`config.mk`:
```
export PLATFORM = sky130hd
export DESIGN_NAME = lists_cmd_issuer
export DESIGN_NICKNAME = d
export VERILOG_FILES = /design/src/rtl/lists_cmd_issuer.sv
export SDC_FILE = /design/constraint.sdc
export NUM_CORES = 1
export LEC_CHECK = 0
export ABC_AREA = 1
export CAP_MARGIN = 20
export CORE_MARGIN = 4
export CORE_UTILIZATION = 47
export DETAILED_ROUTE_END_ITERATION = 8
export PLACE_DENSITY = 0.9
export SLEW_MARGIN = 20
export SYNTH_ARGS = -nofsm -noshare
export SYNTH_HDL_FRONTEND = slang
export SYNTH_SLANG_ARGS = --single-unit
```
`constraint.sdc`:
```
create_clock -name aclk -period 6.6 [get_ports aclk]
set_input_delay 1.32 -clock aclk [delete_from_list [all_inputs] [get_ports aclk]]
set_output_delay 1.32 -clock aclk [all_outputs]
set_load 0.03 [all_outputs]
```
`src/rtl/lists_cmd_issuer.sv`:
```
// lists_cmd_issuer: credit-tracked, collision-free, gap-spaced issuer of lists_manager command pulses.
// Defining LISTS_CMD_STATS_EN adds stat_issued_out/stat_stall_out counters.
module lists_cmd_issuer #(
  parameter int CMD_DEPTH = 15,
  parameter int MIN_GAP = 2
) (
  input  logic        aclk,
  input  logic        areset,
  input  logic        req_valid_in,
  output logic        req_ready_out,
  input  logic [2:0]  req_op_in,
  input  logic [31:0] req_addrtcb_in,
  input  logic [5:0]  req_priority_in,
  input  logic [7:0]  req_idtask_in,
  input  logic [31:0] req_valdelay_in,
  output logic        insnew_rdylist_out,
  output logic        ins_rdylist_out,
  output logic        susp_rdylist_out,
  output logic        del_rdylist_out,
  output logic        ins_dlylist_out,
  output logic [31:0] addrtcb_out,
  output logic [5:0]  priority_out,
  output logic [7:0]  idtask_out,
  output logic [31:0] valdelay_out,
  input  logic        set_rdytask_in,
  input  logic        done_rdylist_in,
  output logic [4:0]  credits_out,
  output logic        err_illegal_out,
  output logic        err_credit_out
`ifdef LISTS_CMD_STATS_EN
  ,
  output logic [31:0] stat_issued_out,
  output logic [31:0] stat_stall_out
`endif
);
  typedef enum logic [1:0] {IDLE, ISSUE, GAP} state_t;
  localparam logic [7:0] GAP_LAST = 8'(MIN_GAP - 1);
  state_t      state_q;
  logic [2:0]  op_q;
  logic [31:0] addr_q, dly_q;
  logic [5:0]  prio_q;
  logic [7:0]  id_q, gap_q;
  logic [4:0]  credits_q, credits_d;
  logic        err_illegal_q, err_credit_q, cred_err, hs, issue;
  logic [6:0]  sum;
  assign req_ready_out = (state_q == IDLE) && !areset;
  assign hs = req_valid_in && req_ready_out;
  // A wake-up in the same cycle always wins over a command pulse
  assign issue = (state_q == ISSUE) && (credits_q != 5'd0) && !set_rdytask_in && !areset;
  assign insnew_rdylist_out = issue && (op_q == 3'd0);
  assign ins_rdylist_out    = issue && (op_q == 3'd1);
  assign susp_rdylist_out   = issue && (op_q == 3'd2);
  assign del_rdylist_out    = issue && (op_q == 3'd3);
  assign ins_dlylist_out    = issue && (op_q == 3'd4);
  assign addrtcb_out  = issue ? addr_q : '0;
  assign priority_out = issue ? prio_q : '0;
  assign idtask_out   = issue ? id_q : '0;
  assign valdelay_out = issue ? dly_q : '0;
  assign credits_out  = credits_q;
  assign err_illegal_out = err_illegal_q;
  assign err_credit_out  = err_credit_q;
  always_comb begin
    sum = {2'b00, credits_q} - 7'(issue) - 7'(set_rdytask_in) + 7'(done_rdylist_in);
    cred_err = sum[6] || (sum > 7'(CMD_DEPTH));
    credits_d = sum[6] ? 5'd0 : (sum > 7'(CMD_DEPTH)) ? 5'(CMD_DEPTH) : sum[4:0];
  end
  always_ff @(posedge aclk) begin
    if (areset) begin
      state_q <= IDLE;
      gap_q <= '0;
      credits_q <= 5'(CMD_DEPTH);
      err_illegal_q <= 1'b0;
      err_credit_q <= 1'b0;
      op_q <= '0;
      addr_q <= '0;
      prio_q <= '0;
      id_q <= '0;
      dly_q <= '0;
    end else begin
      credits_q <= credits_d;
      err_credit_q <= cred_err;
      err_illegal_q <= hs && (req_op_in > 3'd4);
      case (state_q)
        IDLE: if (hs && (req_op_in <= 3'd4)) begin
          op_q <= req_op_in;
          addr_q <= req_addrtcb_in;
          prio_q <= req_priority_in;
          id_q <= req_idtask_in;
          dly_q <= req_valdelay_in;
          state_q <= ISSUE;
        end
        ISSUE: if (issue) begin
          gap_q <= '0;
          state_q <= (MIN_GAP == 0) ? IDLE : GAP;
        end
        GAP: if (gap_q == GAP_LAST) state_q <= IDLE;
             else gap_q <= gap_q + 8'd1;
        default: state_q <= IDLE;
      endcase
    end
  end
`ifdef LISTS_CMD_STATS_EN
  logic [31:0] stat_issued_q, stat_stall_q;
  always_ff @(posedge aclk) begin
    if (areset) begin
      stat_issued_q <= '0;
      stat_stall_q <= '0;
    end else begin
      if (issue) stat_issued_q <= stat_issued_q + 32'd1;
      if ((state_q == ISSUE) && !issue) stat_stall_q <= stat_stall_q + 32'd1;
    end
  end
  assign stat_issued_out = stat_issued_q;
  assign stat_stall_out = stat_stall_q;
`endif
endmodule

```
==> results.toml <==
[sta]
clock_skew_ns = 0.0127
fin_crit_sh = 0.818
slew_headroom = 0.506
period_needed_ns = 5.40
finalSetupViolCount = 0
setup_slack_ns = 1.20
drv_slew = 0
rsz0062_at_grt = "no"
fmax_mhz = 185
tightest_slew_ns = 0.740
hold_viol_final = 0
tns_ns = 0

[synthesis]
seq_area_frac_synth = 0.450
ys_types = 31
ys_warn_count = 0
syn_area_um2 = 4360
syn_inst = 608
avgSynthCellArea_um2 = 7.18
synth_fp_nets = 703
ys_ff_latch = 98

[critical_path]
worstSetupEndpointType = "primary output"
rr_startpoint = "state_q[0]$_SDFFE_PP0P_"
critPathKind = "input port to primary output"
crit_chain = "clkdlybuf4s50_1 -> inv_2 -> nand4_4 -> buf_4 -> nor2_1 -> clkdlybuf4s50_1"
r2r_setup_slack_ns = 2.89
worstReg2RegEnd = "credits_out[2]$_SDFF_PP1_"
crit_path_frequent_cell = "clkdlybuf4s50_1"
crit_family = "buffers and inverters"
r2r_cells = 18
cp_slowest_cell = "clkdlybuf4s50_1"
crit_path_start_kind = "input port"
worst-path-buf-inv = 4
crit_arrival_ns = 4.08
path_max_fanout = 52
max_stage_delay_ns = 0.69
crit_required_ns = 5.28

[floorplanning]
std_cell_rows = 34
die-area_um2 = 10900
start_util = 0.491
core_um2 = 8890
fp.dieH_um = 104
die_w_um = 104
ios = 177

[route]
vias = 4371
firstDrtPassIters = 5
vias_per_cell = 5.00
drt_wl_total_um = 11600
ant_nets = 0
drt-initial-drc-count = 175
routedWlPerCell_um = 13.3
drc = 0

[clock_tree]
cts_root_buf = "clkbuf_8"
cts_tree = "done"
cts_resized = 0
cts.sinks = 98
ctsHtreeMaxLevel = 3
clockBufferDepth = 2
insertion_delay_ns = 0.34
numCtsBuffers = 9
hold_buffers = 0
post_cts_buffers = 0
clk_pin_slew_ns = 0.08

[global_routing]
overflow = 0
antenna_found_initial = 0
grt_first_pass_wirelength_um = 19100
grt_pass1_vias = 4290
grt_usage = 0.207
grt_max_degree = 91

[hold_path]
min_path_type = "flip-flop to flip-flop"
hp-start = "dly_q[10]$_SDFFE_PP0P_"
hold_depth = 2
holdPathEnd = "dly_q[10]$_SDFFE_PP0P_"

[finish]
nets = 857
area_growth_pct = 45.4
drive_gt1_frac = 0.0430
antenna-diode-count = 0

[place]
port-buffer-count = 176
pre_cts_slack_ns = 1.21
post-dp-hpwl_um = 8650
place.gp.congestion = 0.821

[power_and_ir_drop]
p_leak_nw = 2.36
vdd_ir_drop_max_mv = 0.130
power.density_nw_per_um2 = 202

[job]
cap_violations = 0

[status]
status = "finished, final reports clean"
## synthesized netlist by cell type (all sizes together)
library cell / n / area [um2]
fa: 1 / 20.0
a21oi: 88 / 440
xnor2: 3 / 26.3
nor3: 4 / 31.3
o21ai: 84 / 420
nand3b: 1 / 7.51
ha: 8 / 100
and3: 1 / 6.26
inv: 105 / 394
clkbuf: 20 / 75.1
buf: 16 / 80.1
conb: 1 / 3.75
nand2: 41 / 164
nor2: 101 / 382
nor3b: 3 / 27.5
a211oi: 3 / 22.5
o21ba: 1 / 10.0
o21bai: 1 / 7.51
nor4: 4 / 25.0
nand4: 10 / 68.8
dfxtp: 98 / 1960
xor2: 1 / 8.76
nand3: 13 / 80.1
## worst reg2reg max path: cells and delay by family, from the launching register on
| family | cells | cell delay [ns] |
|---|---|---|
| xor gates and xnor gates | 1 | 0.22 |
| buffers and inverters | 4 | 0.49 |
| and+or+nand+nor | 9 | 1.39 |
| AOI/OAI and AO/OA | 1 | 0.20 |
| DFF | 1 | 0.38 |
| adders and majority gates | 3 | 0.90 |
## stage by stage
stage	total power [mW]	area, um2	cells	utilization	hold slack [ns]
final	1.28	6340	875	0.713	0.458
after global routing	1.35	6340	875	0.713	0.480
after CTS	1.29	6340	875	0.713	0.461
after detailed placement	0.909	6140	859	0.691	0.446
after global placement	0.894	6140	859	0.691	0.441
after floorplan	0.808	4360	608	-	0.429
## cell families (layout without fill, tap and decap cells)
logic type	after synthesis	in the layout	synth area share
other cells	1	1	0.000860
flops	98	98	0.450
xor+xnor	4	4	0.00803
compound gates	177	177	0.206
simple gates	178	178	0.182
fa+ha+maj	9	9	0.0275
buf+inv	141	300	0.126
## layout by cell type, fill, tap and decap left out, types with 8 or more instances in the layout
cell type	instances
nand3_1	10
a21oi_1	88
nor2_1	100
o21ai_0	83
nand2_1	37
clkbuf_8	9
clkdlybuf4s50_1	176
dfxtp_1	98
ha_1	8
inv_1	103
nand4_1	9
## per-layer routing
layer,vias up,global-route usage,share of wire
met4,0,0.0788,0.020
met2,145,0.377,0.51
met1,1956,0.235,0.40
met3,19,0.0428,0.066
li1,2251,-,-
met5,-,0,0
## sequential cells by signal (all words and copies together), names as in the netlist
signal           cells
addr_q              32
credits_out          5
dly_q               32
err_credit_out       1
err_illegal_out      1
gap_q                8
id_q                 8
op_q                 3
prio_q               6
state_q              2
## layout make-up
type,instances,area [um2]
flip-flops and latches,98,1960
fillers,691,2550
well taps,108,135
multi-input cells,369,1870
inverters,105,394
clock buffers,9,124
repair buffers,179,1780
clock inverters,7,75.1
## power breakdown
part | internal, mW | leakage [nW] | switching, mW | total, mW
Clock | 0.179 | 0.104 | 0.204 | 0.383
Combinational | 0.112 | 1.45 | 0.138 | 0.250
Sequential | 0.630 | 0.803 | 0.0164 | 0.647
Total | 0.921 | 2.36 | 0.359 | 1.28
## worst max path at each step
stage | start | endpoint | slack [ns] | depth (start not counted)
2_1_floorplan | areset | del_rdylist_out | 2.43 | 5
3_3_place_gp | areset | addrtcb_out[21] | 1.30 | 6
3_5_place_dp | areset | addrtcb_out[1] | 1.21 | 6
4_1_cts | areset | addrtcb_out[9] | 1.20 | 6
5_1_grt | areset | addrtcb_out[9] | 1.02 | 6
6_report | areset | addrtcb_out[20] | 1.20 | 6
(Power assumes the default switching activity.)
